`src/rtl/keypad_scan_ctrl.sv`:
```
// Matrix keypad scanner: one-hot row drive, frame-level debounce, priority resolve, key events.
// Optional typematic repeat is compiled in when KEYPAD_REPEAT_EN is defined.
module keypad_scan_ctrl #(
    parameter int ROWS           = 4,
    parameter int COLS           = 3,
    parameter int SCAN_DIV       = 8,
    parameter int DEBOUNCE_SCANS = 3,
    parameter int REPEAT_DELAY   = 8,
    parameter int REPEAT_RATE    = 2,
    localparam int KW            = $clog2(ROWS * COLS)
) (
    input  logic            clk_i,
    input  logic            rst_ni,
    input  logic [COLS-1:0] col_i,
    output logic [ROWS-1:0] row_o,
    output logic [KW-1:0]   key_code_o,
    output logic            key_valid_o,
    output logic            key_held_o
);

    localparam int CW = $clog2(COLS);
    localparam int RW = $clog2(ROWS);
    localparam int DW = $clog2(SCAN_DIV);

    generate
        if (SCAN_DIV < 4) begin : g_bad_div
            $error("keypad_scan_ctrl: SCAN_DIV must be at least 4");
        end
        if (ROWS * COLS < 2 || ROWS < 2 || COLS < 2 || ROWS > 8 || COLS > 8) begin : g_bad_dim
            $error("keypad_scan_ctrl: ROWS and COLS must each be in 2..8");
        end
        if (DEBOUNCE_SCANS < 1 || DEBOUNCE_SCANS > 15) begin : g_bad_deb
            $error("keypad_scan_ctrl: DEBOUNCE_SCANS must be in 1..15");
        end
        if (REPEAT_RATE < 1 || REPEAT_RATE > REPEAT_DELAY) begin : g_bad_rpt
            $error("keypad_scan_ctrl: need 1 <= REPEAT_RATE <= REPEAT_DELAY");
        end
    endgenerate

    typedef enum logic [1:0] {IDLE, DEB_PRESS, HELD} state_t;

    logic [COLS-1:0] col_meta_q, col_sync_q;
    logic [DW-1:0]   dwell_q, dwell_d;
    logic [RW-1:0]   ridx_q, ridx_d;
    logic [ROWS-1:0] row_q, row_d;
    logic            sample, last_row;

    logic            col_hit;
    logic [CW-1:0]   col_sel;
    logic [KW-1:0]   row_key;
    logic            frame_hit;
    logic [KW-1:0]   frame_key;
    logic            found_q;
    logic [KW-1:0]   fidx_q;
    logic            commit_q, res_hit_q;
    logic [KW-1:0]   res_q;

    state_t          state_q;
    logic [KW-1:0]   cand_q;
    logic [3:0]      cnt_q, rcnt_q;
    logic [KW-1:0]   key_code_q;
    logic            key_valid_q, key_held_q;
    logic            res_match, accept;

`ifdef KEYPAD_REPEAT_EN
    localparam int RPW = $clog2(REPEAT_DELAY + 1);
    logic [RPW-1:0]  rpt_q;
`endif

    // Two-flop synchroniser; columns are asynchronous to the scan clock.
    always_ff @(posedge clk_i or negedge rst_ni) begin
        if (!rst_ni) begin
            col_meta_q <= '0;
            col_sync_q <= '0;
        end else begin
            col_meta_q <= col_i;
            col_sync_q <= col_meta_q;
        end
    end

    assign sample   = (dwell_q == DW'(SCAN_DIV - 1));
    assign last_row = (ridx_q == RW'(ROWS - 1));

    always_comb begin
        dwell_d = dwell_q + 1'b1;
        ridx_d  = ridx_q;
        row_d   = row_q;
        if (sample) begin
            dwell_d = '0;
            ridx_d  = last_row ? '0 : ridx_q + 1'b1;
            row_d   = {row_q[ROWS-2:0], row_q[ROWS-1]};
        end
    end

    always_ff @(posedge clk_i or negedge rst_ni) begin
        if (!rst_ni) begin
            dwell_q <= '0;
            ridx_q  <= '0;
            row_q   <= ROWS'(1);
        end else begin
            dwell_q <= dwell_d;
            ridx_q  <= ridx_d;
            row_q   <= row_d;
        end
    end

    // Lowest active column wins within a row.
    always_comb begin
        col_hit = 1'b0;
        col_sel = '0;
        for (int c = COLS - 1; c >= 0; c--) begin
            if (col_sync_q[c]) begin
                col_hit = 1'b1;
                col_sel = CW'(c);
            end
        end
    end

    assign row_key   = KW'(ridx_q) * KW'(COLS) + KW'(col_sel);
    assign frame_hit = found_q | col_hit;
    assign frame_key = found_q ? fidx_q : row_key;

    // Earlier rows take priority, so the first hit of a frame is kept.
    always_ff @(posedge clk_i or negedge rst_ni) begin
        if (!rst_ni) begin
            found_q   <= 1'b0;
            fidx_q    <= '0;
            commit_q  <= 1'b0;
            res_hit_q <= 1'b0;
            res_q     <= '0;
        end else begin
            commit_q <= 1'b0;
            if (sample) begin
                if (last_row) begin
                    commit_q  <= 1'b1;
                    res_hit_q <= frame_hit;
                    res_q     <= frame_hit ? frame_key : '0;
                    found_q   <= 1'b0;
                    fidx_q    <= '0;
                end else begin
                    found_q <= frame_hit;
                    fidx_q  <= frame_key;
                end
            end
        end
    end

    assign res_match = res_hit_q && (res_q == cand_q);
    assign accept    = commit_q &&
                       ((state_q == IDLE && res_hit_q && (DEBOUNCE_SCANS == 1)) ||
                        (state_q == DEB_PRESS && res_match &&
                         (cnt_q + 4'd1 == 4'(DEBOUNCE_SCANS))));

    always_ff @(posedge clk_i or negedge rst_ni) begin
        if (!rst_ni) begin
            state_q     <= IDLE;
            cand_q      <= '0;
            cnt_q       <= '0;
            rcnt_q      <= '0;
            key_code_q  <= '0;
            key_valid_q <= 1'b0;
            key_held_q  <= 1'b0;
`ifdef KEYPAD_REPEAT_EN
            rpt_q       <= '0;
`endif
        end else begin
            key_valid_q <= 1'b0;
            if (accept) begin
                state_q     <= HELD;
                cand_q      <= res_q;
                key_code_q  <= res_q;
                key_valid_q <= 1'b1;
                key_held_q  <= 1'b1;
                cnt_q       <= '0;
                rcnt_q      <= '0;
`ifdef KEYPAD_REPEAT_EN
                rpt_q       <= '0;
`endif
            end else if (commit_q) begin
                case (state_q)
                    IDLE: begin
                        if (res_hit_q) begin
                            cand_q  <= res_q;
                            cnt_q   <= 4'd1;
                            state_q <= DEB_PRESS;
                        end
                    end
                    DEB_PRESS: begin
                        if (!res_hit_q) begin
                            cnt_q   <= '0;
                            state_q <= IDLE;
                        end else if (res_match) begin
                            cnt_q <= cnt_q + 4'd1;
                        end else begin
                            cand_q <= res_q;
                            cnt_q  <= 4'd1;
                        end
                    end
                    HELD: begin
                        // Any frame other than the held key, including a new key, counts toward release.
                        if (res_match) begin
                            rcnt_q <= '0;
`ifdef KEYPAD_REPEAT_EN
                            if (rpt_q + 1'b1 == RPW'(REPEAT_DELAY)) begin
                                key_valid_q <= 1'b1;
                                rpt_q       <= RPW'(REPEAT_DELAY - REPEAT_RATE);
                            end else begin
                                rpt_q <= rpt_q + 1'b1;
                            end
`endif
                        end else if (rcnt_q + 4'd1 == 4'(DEBOUNCE_SCANS)) begin
                            rcnt_q     <= '0;
                            key_held_q <= 1'b0;
                            state_q    <= IDLE;
                        end else begin
                            rcnt_q <= rcnt_q + 4'd1;
                        end
                    end
                    default: state_q <= IDLE;
                endcase
            end
        end
    end

    assign row_o       = row_q;
    assign key_code_o  = key_code_q;
    assign key_valid_o = key_valid_q;
    assign key_held_o  = key_held_q;

endmodule

```
`config.mk`:
```
export PLATFORM = sky130hd
export DESIGN_NAME = keypad_scan_ctrl
export DESIGN_NICKNAME = d
export VERILOG_FILES = /design/src/rtl/keypad_scan_ctrl.sv
export SDC_FILE = /design/constraint.sdc
export NUM_CORES = 1
export LEC_CHECK = 0
export ABC_CLOCK_PERIOD_IN_PS = 2890
export CAP_MARGIN = 20
export CORE_UTILIZATION = 40
export CTS_BUF_LIST = sky130_fd_sc_hd__clkbuf_4
export CTS_CLUSTER_DIAMETER = 200
export CTS_CLUSTER_SIZE = 12
export DETAILED_ROUTE_END_ITERATION = 8
export GPL_ROUTABILITY_DRIVEN = 0
export GPL_TIMING_DRIVEN = 0
export HOLD_SLACK_MARGIN = 0.12
export PLACE_DENSITY = 0.62
export SYNTH_ARGS = -nofsm -noshare
export SYNTH_HDL_FRONTEND = slang
export SYNTH_SLANG_ARGS = --single-unit
```
`constraint.sdc`:
```
create_clock -name clk_i -period 2.89 [get_ports clk_i]
set_clock_uncertainty 0.05 [all_clocks]
set_input_delay 0.289 -clock clk_i [delete_from_list [all_inputs] [get_ports clk_i]]
set_output_delay 0.289 -clock clk_i [all_outputs]
set_load 0.005 [all_outputs]
```
Word level (Yosys, flattened, before mapping)
Index checks and enable logic that the tools add are counted.
Word-level totals
  latch bits: 0
  bits of input ports: 5
  output and inout bits: 10
  memories kept: 0
  memory bits (read-only): 0
  register bits after elaboration: 46
  word-level logic and storage cells: 97
  bits in writable memories: 0
Cells by class
  divide/modulo/power cells: 0
  multipliers: 1
  add/subtract/negate cells: 5
  equal/unequal tests: 14
  bitwise operators: 1
  mux-type cells: 44
  reductions and logical operators: 15
  shift-type cells: 0
  $lt $le $gt $ge: 0
Operator list (count)
  two-way mux 4 bit: 18
  two-way mux 2 bit: 10
  inequality test 3 bit, second input constant: 6
  case mux 4 bit (2 select lines): 2
  two-way mux 1 bit: 12
  AND reduction 5 bit: 2
  adder 4 x 1 -> 4 bit, second input constant: 2
  == test 4 x 2 -> 1 bit, second input constant: 2
  case mux 2 bit (3 select lines): 1
  nonzero test 2 bit: 3
  adder 4 x 2 -> 4 bit: 1
  == test 2 bit, second input constant: 2
  == test 4 bit: 1
  logical AND 1 bit: 4
  multiplier 2 x 2 -> 4 bit, second input constant: 1
  AND reduction 2 bit: 2
  AND reduction 4 bit: 1
  adder 3 x 1 -> 3 bit, second input constant: 1
  == test 3 bit, second input constant: 1
  two-way mux 3 bit: 1
  AND reduction 3 bit: 1
  nonzero test 3 bit: 1
  adder 2 x 1 -> 2 bit, second input constant: 1
  == test 2 x 1 -> 1 bit, second input constant: 1
  3 further kinds: 3

Depth between registers and ports, before layout
Gate-level depths: netlist of the first run.
  word-level depth: 7
  mapped depth: 8
  gate-level depth less buffers: 8

Worst setup path before layout of the first run
Ideal clock, no wire load.
  path kind: reg2reg
  start: reg col_sync_q[1]
  end: reg res_q[2]
  path buffers: 0
  cell stages (with the launch flop): 8
  library setup time: 66 ps
  period minus slack after synthesis: 2087 ps
  data arrival time: 1971 ps
  path slack: 803 ps
  cells stage by stage: dfrtp_1 > nor3b_1 > fa_1 > ha_1 > inv_1 > fa_1 > o21ai_0 > a22o_1
Between the ends
  longest elaborated chain between the ends: 5
Ends and longest elaborated chain
  from (decl): line 42  | logic [COLS-1:0] col_meta_q, col_sync_q;
  from (signal assigned): line 77  | col_sync_q <= col_meta_q;
  two-way mux 2 bit (2 in series): line 112  | if (col_sync_q[c]) begin
  adder 4 x 2 -> 4 bit: line 119  | assign row_key = KW'(ridx_q) * KW'(COLS) + KW'(col_sel);
  two-way mux 4 bit: line 121  | assign frame_key = found_q ? fidx_q : row_key;
  two-way mux 4 bit (*): line 137  | res_q <= frame_hit ? frame_key : '0;
  to (signal assigned): line 137
  to (decl): line 56  | logic [KW-1:0] res_q;
Every way passes the cells marked *; elsewhere a longest branch is shown, timed or not.
A chain may end at the register's enable or synchronous reset.

Worst setup path in the final report of the first run
Ends and elaborated chain as after synthesis.

==> results of run 1 <==
[cells in the mapped netlist, types with 3 or more instances]
| library cell | count | area share |
|---|---|---|
| mux2_2 | 13 | 0.069 |
| a22o_1 | 3 | 0.012 |
| a21oi_1 | 5 | 0.012 |
| a31o_2 | 4 | 0.016 |
| nand2_1 | 19 | 0.033 |
| o22ai_1 | 4 | 0.012 |
| o21ai_0 | 8 | 0.019 |
| nand3_1 | 5 | 0.012 |
| clkbuf_1 | 3 | 0.0053 |
| nand2b_1 | 5 | 0.015 |
| ha_1 | 9 | 0.053 |
| nor2b_1 | 6 | 0.018 |
| inv_1 | 14 | 0.025 |
| dfrtp_1 | 45 | 0.53 |
| o31ai_1 | 3 | 0.011 |
| nor4b_1 | 3 | 0.012 |
[sequential cells by signal, indices dropped and copies added, names as in the netlist]
signal and flops:
dwell_q 3, key_held_o 1, col_sync_q 3, row_o 4, state_q 2, cnt_q 4
fidx_q 4, key_code_o 4, col_meta_q 3, res_hit_q 1, key_valid_o 1, cand_q 4
rcnt_q 4, commit_q 1, found_q 1, res_q 4, ridx_q 2
[through the flow]
| stage | utilization | cells | total power [mW] |
|---|---|---|---|
| floorplan | - | 183 | 0.7306 |
| global route | 0.4825 | 277 | 1.208 |
| detailed placement | 0.4645 | 268 | 0.7676 |
| CTS | 0.4825 | 277 | 1.167 |
| global placement | 0.4601 | 267 | 0.7628 |
| finish | 0.4825 | 277 | 1.152 |
[path summary, 6_finish.rpt]
path / end / slack, ns / cells after the start
hold reg to reg: col_sync_q[1] / 0.31 / 0
setup reg to reg: res_q[2] / 0.70 / 7
max in group asynchronous: row_o[0] / 1.84 / 3
hold / removal: col_meta_q[1] / 0.31 / 1
min in group asynchronous: cnt_q[2] / 0.38 / 2
setup / recovery: res_q[2] / 0.70 / 7
[metal layers]
layer	vias to the layer above	part of all wire	global-route usage
met5	-	0	0
met4	0	0.011	0.04403
met3	5	0.028	0.04016
met2	22	0.47	0.2462
met1	688	0.49	0.1906
li1	696	-	-
[logic make-up after synthesis]
family,synth area share
muxes,0.07904
buffers and inverters,0.03454
DFF,0.5392
and+or+nand+nor,0.1347
adders and majority gates,0.07143
xor gates and xnor gates,0.01230
AOI/OAI and AO/OA,0.1288
[layout by cell type (no fill, tap or decap), drive strengths merged, types with 2 or more instances in the layout]
cell	n
nor4b	3
o31ai	3
ha	9
nor2b	6
clkdlybuf4s50	13
o21ai	9
a22o	3
a21oi	5
a22oi	2
o22ai	4
nor3b	2
nand3	6
nor3	2
xor2	2
nor2	2
and2b	2
fa	2
mux2	15
clkbuf	9
dfrtp	45
nand2b	5
buf	4
o2111ai	2
nand2	19
a31o	4
inv	14
[final cells by class]
class / count / area (um^2) / area share
Tap cell: 70 / 87.58 / 0.03532
Multi-Input combinational cell: 118 / 910.9 / 0.3673
Timing Repair Buffer: 16 / 172.7 / 0.06963
Sequential cell: 46 / 1152 / 0.4647
Clock inverter: 2 / 37.54 / 0.01514
Clock buffer: 6 / 45.04 / 0.01816
Buffer: 5 / 21.27 / 0.008577
Inverter: 14 / 52.55 / 0.02119
[power groups by stage]
| stage | combinational (mW) | sequential, mW | clock, mW |
|---|---|---|---|
| finish | 0.0877 | 0.665 | 0.398 |
| floorplan | 0.0549 | 0.676 | 0 |
| detailed placement | 0.0897 | 0.678 | 0 |
| CTS | 0.0909 | 0.666 | 0.411 |
| global placement | 0.0852 | 0.678 | 0 |
| global route | 0.0998 | 0.668 | 0.440 |
==> impl_metrics.csv, run 1 <==
group,metric,value,unit
status,status,"completed",
power,intPower,883.6,uW
min_path,hold_start,"col_i[1]",
critical_path,critical_path.cell_chain,"nor3b_1, fa_1, ha_1, inv_1, fa_1, o21ai_0, a22o_1",
power,p_leak,1.115,nW
timing,post-route-period-util,0.7586,
timing,hold_viol,0,
critical_path,startpoint,"col_sync_q[1]",
clocking,insertion_delay,0.35,ns
power,switching_share,0.2327,
timing,rsz0062_at_grt,"no",
timing,fin_hold_ws,0.3101,ns
detailed_routing,detail_route.first_pass.iterations,4,
critical_path,arrival,2.44,ns
critical_path,r2r_start,"col_sync_q[1]",
synth,yosysWarnings,0,
detailed_routing,drc,0,
critical_path,slowest_delay,0.45,ns
layout,design_area,0.002480,mm^2
place,hpwl,2579,um
power,seq_power_share,0.578,
critical_path,path_buf_inv,1,
synth,ys.flop_type,"dfrtp_1",
critical_path,cp-start-kind,"flip-flop",
detailed_routing,post_drt_wl_per_cell,12.73,um
die,dieWidth,75.10,um
place,place_ws,0.6993,ns
clocking,cts_tree,"built",
die,io_pins,15,
synth,avgSynthCellArea,11.68,um^2
timing,setup_viol,0,
clocking,holdBufCountCts,1,
synth,synth_edf_count,0,
power,clkPwrFrac,0.346,
critical_path,end_kind,"flip-flop",
power,power_density,464.4,mW/mm^2
clocking,numCtsBuffers,5,
critical_path,path_max_fanout,3,
synth,synth_fp_nets,199,
clocking,clkSlewWorstSetupHoldPaths,0.13,ns
min_path,worstHoldPathType,"primary input to flip-flop",
clocking,cts-root-buf,"clkbuf_4",
flow_run,cap_violations,0,
timing,fin_crit,2.192,ns
detailed_routing,viasPerCell,5.094,
timing,fmax,456.2,MHz
timing,fin_tns_setup,0,ns
die,coreArea,0.005140,mm^2
layout,layout.nets,222,
detailed_routing,drt_iter0_drc,26,
timing,report.final.slew_viol_count,0,
layout,syn2layout_area_growth,16.04,%
critical_path,critPathSlowestCell,"fa_1",
timing,worstMarginPinSlew,0.5424,ns
place,portBuffers,14,
clocking,cts_resized,0,
detailed_routing,via_count,1411,
die,initial_core_util,0.4158,
synth,synth-seq-area-share,0.5392,
timing,slew_headroom,0.6384,
grt,grt_pass1_wl,6265,um
critical_path,cpMostUsedCell,"fa_1",
die,dieArea,0.005639,mm^2
layout,drive_above_1_share,0.1691,
critical_path,crit_required,3.14,ns
grt,grt_max_degree,25,
power,vdd_drop_max,253.7,uV
synth,syn_inst,183,
grt,grt_pass1_vias,1385,
die,die_height,75.10,um
clocking,h-tree-depth,2,
grt,gr-total-overflow,0,
critical_path,crit_type,"flip-flop to flip-flop",
layout,n_antenna_cell,0,
critical_path,crit_family,"adder cells",
grt,grt_usage,0.1485,
clocking,cts_setup_buffers,0,
die,row_count,26,
clocking,clkSinkCount,46,
synth,ys_types,42,
detailed_routing,totalWireLength,3525,um
layout,num-fill-cells,520,
synth,ys_ff_latch,46,
synth,async_reset_ff_frac,1.000,
detailed_routing,detail-route-antenna-nets,0,
timing,setup_slack,0.6978,ns
synth,syn_area,0.002137,mm^2
place,placed_cell_area,0.002387,mm^2
clocking,cts.path.max_buffers,2,
power,switchingPower,267.9,uW
power,power_frac_comb,0.076,
grt,antenna_found_initial,0,
No activity file was read; power rests on OpenSTA's default activity.
==> run 2, diff against run 1 <==
--- a/config.mk
+++ b/config.mk
@@ -5,7 +5,7 @@
 export SDC_FILE = /design/constraint.sdc
 export NUM_CORES = 1
 export LEC_CHECK = 0
-export ABC_CLOCK_PERIOD_IN_PS = 2890
+export ABC_CLOCK_PERIOD_IN_PS = 1800
 export CAP_MARGIN = 20
 export CORE_UTILIZATION = 40
 export CTS_BUF_LIST = sky130_fd_sc_hd__clkbuf_4
@@ -15,7 +15,7 @@
 export GPL_ROUTABILITY_DRIVEN = 0
 export GPL_TIMING_DRIVEN = 0
 export HOLD_SLACK_MARGIN = 0.12
-export PLACE_DENSITY = 0.62
+export PLACE_DENSITY = 0.64
 export SYNTH_ARGS = -nofsm -noshare
 export SYNTH_HDL_FRONTEND = slang
 export SYNTH_SLANG_ARGS = --single-unit
==> constraint.sdc (replaced) <==
create_clock -name clk_i -period 1.8 [get_ports clk_i]
set_clock_uncertainty 0.05 [all_clocks]
set_input_delay 0.18 -clock clk_i [delete_from_list [all_inputs] [get_ports clk_i]]
set_output_delay 0.18 -clock clk_i [all_outputs]
set_load 0.005 [all_outputs]
==> run 2 against run 1 <==
The run now ends with negative setup slack left; worst hold slack worse by 0.11 ns; first-iteration DRC count rose to 3.2 times the previous value; largest cell class unchanged; critical path depth stayed put; utilization rose by 5.3 points; critical path type unchanged; sequential power grew 61%; register-to-register slack worse by 1.0 ns; count of clock-buffer cells in the layout is 1 lower; combinational power grew to 2.7 times the previous value; cell count up 7.6%; flip-flop and latch count unchanged; via count grew 5.7%.
==> impl_metrics.csv, run 2 (synthesized netlist as in run 1, its figures left out) <==
group,metric,value,unit
critical_path,r2r_start,"col_sync_q[2]",
detailed_routing,post_drt_wl_per_cell,13.28,um
timing,setup_viol,17,
critical_path,path_max_fanout,2,
critical_path,crit_type,"flip-flop to flip-flop",
layout,n_antenna_cell,0,
detailed_routing,detail_route.first_pass.iterations,4,
critical_path,slowest_delay,0.50,ns
timing,post-route-period-util,1.180,
die,die_height,75.10,um
grt,grt_pass1_vias,1442,
power,p_leak,1.254,nW
flow_run,cap_violations,0,
layout,final-seq-area,0.001154,mm^2
timing,fin_hold_ws,0.1954,ns
detailed_routing,drc,0,
critical_path,arrival,2.34,ns
critical_path,ff2ff_path_depth,7,
timing,hold_viol,0,
detailed_routing,detail-route-antenna-nets,0,
timing,fin_crit,2.125,ns
die,dieWidth,75.10,um
detailed_routing,viasPerCell,5.003,
clocking,numCtsBuffers,5,
die,dieArea,0.005639,mm^2
timing,slew_headroom,0.6151,
layout,layout.nets,243,
layout,drive_above_1_share,0.3202,
clocking,insertion_delay,0.36,ns
timing,rsz0062_at_grt,"yes",
die,coreArea,0.005140,mm^2
die,io_pins,15,
critical_path,end_kind,"flip-flop",
layout,syn2layout_area_growth,28.69,%
grt,grt_pass1_wl,6568,um
grt,antenna_found_initial,0,
clocking,cts-root-buf,"clkbuf_4",
timing,worstMarginPinSlew,0.5735,ns
place,place_ws,-0.3536,ns
critical_path,cp-start-kind,"flip-flop",
die,row_count,26,
grt,gr-total-overflow,0,
critical_path,critPathSlowestCell,"fa_1",
layout,utilization,0.5351,
grt,grt_max_degree,33,
min_path,worstHoldPathType,"primary input to async pin",
critical_path,reg2reg_to,"res_q[2]",
layout,layout_commonest_cell,"dfrtp_1",
critical_path,crit_required,2.01,ns
detailed_routing,via_count,1491,
critical_path,path_buf_inv,1,
clocking,cts.path.max_buffers,2,
critical_path,critical_path.cell_chain,"nor3b_2, fa_1, ha_1, inv_1, fa_1, o21ai_1, a22o_1",
status,violations,"negative setup slack",
layout,num-fill-cells,469,
clocking,clkSinkCount,46,
critical_path,cpMostUsedCell,"fa_1",
place,hpwl,2555,um
place,placed_cell_area,0.002410,mm^2
power,vdd_drop_max,387.1,uV
timing,setup_slack,-0.3248,ns
timing,report.final.slew_viol_count,0,
layout,design_area,0.002750,mm^2
detailed_routing,drt_iter0_drc,82,
die,initial_core_util,0.4158,
critical_path,crit_family,"adder cells",
layout,mostFrequentLayoutCells,"dfrtp_1 (44), nand2_1 (18), buf_4 (16)",
clocking,h-tree-depth,2,
status,status,"complete, but fails checks",
power,power_density,649.3,mW/mm^2
critical_path,r2r_slack,-0.32,ns
grt,grt_usage,0.1585,
power,total_power,1.786,mW
clocking,cts_tree,"built",
clocking,clkSlewWorstSetupHoldPaths,0.13,ns
detailed_routing,totalWireLength,3958,um
layout,multi_input_area,0.001030,mm^2
timing,fmax,470.6,MHz
place,portBuffers,14,
run 2: final cells by class:
class / count / area share
plain buffers: 5 / 0.01365
clock buffers: 5 / 0.01365
clock inverters: 3 / 0.005914
inverters: 14 / 0.01911
multi-input cells: 118 / 0.3744
flip-flops and latches: 46 / 0.4195
well taps: 70 / 0.03185
repair buffers: 37 / 0.1219
run 2: routing by layer:
layer | up-vias | track usage | wire (um)
met1 | 716 | 0.1995 | 1826
met4 | 0 | 0.06289 | 59
met3 | 8 | 0.04016 | 105
li1 | 747 | - | -
met2 | 20 | 0.2623 | 1966
met5 | - | 0 | 0
run 2: worst reg2reg max path: stages (launching register included):
cell and delay [ns]:
dfrtp_1 0.40, nor3b_2 0.16, fa_1 0.48, ha_1 0.14
inv_1 0.05, fa_1 0.50, o21ai_1 0.06, a22o_1 0.21
run 2: worst max-delay path by stage:
stage	start	end	cells after the start
after global placement	rst_ni	col_meta_q[2]	1
after CTS	col_sync_q[2]	res_q[2]	7
final	col_sync_q[2]	res_q[2]	7
after floorplan	col_sync_q[2]	res_q[2]	7
after detailed placement	col_sync_q[1]	res_q[2]	7
after global routing	col_sync_q[0]	res_q[2]	7
run 2: repair_timing:
item,CTS,global route
pin swaps,6,5
setup buffers,8,11
resized for setup,10,20
endpoints found under the hold margin,45,0
gates cloned,0,2
hold buffers,1,0
setup endpoints to repair,25,27
run 2: power breakdown:
part	internal (mW)	leakage [nW]	switching [mW]
logic	0.123	0.664	0.118
clock network	0.147	0.0303	0.331
registers	1.05	0.559	0.0123
total	1.32	1.25	0.461
run 2: per-stage QoR:
stage,instances,TNS (ns)
2_1_floorplan,183,-1.385
3_3_place_gp,267,-37.56
3_5_place_dp,268,-4.052
4_1_cts,285,-2.502
5_1_grt,298,-4.996
6_report,298,-3.221
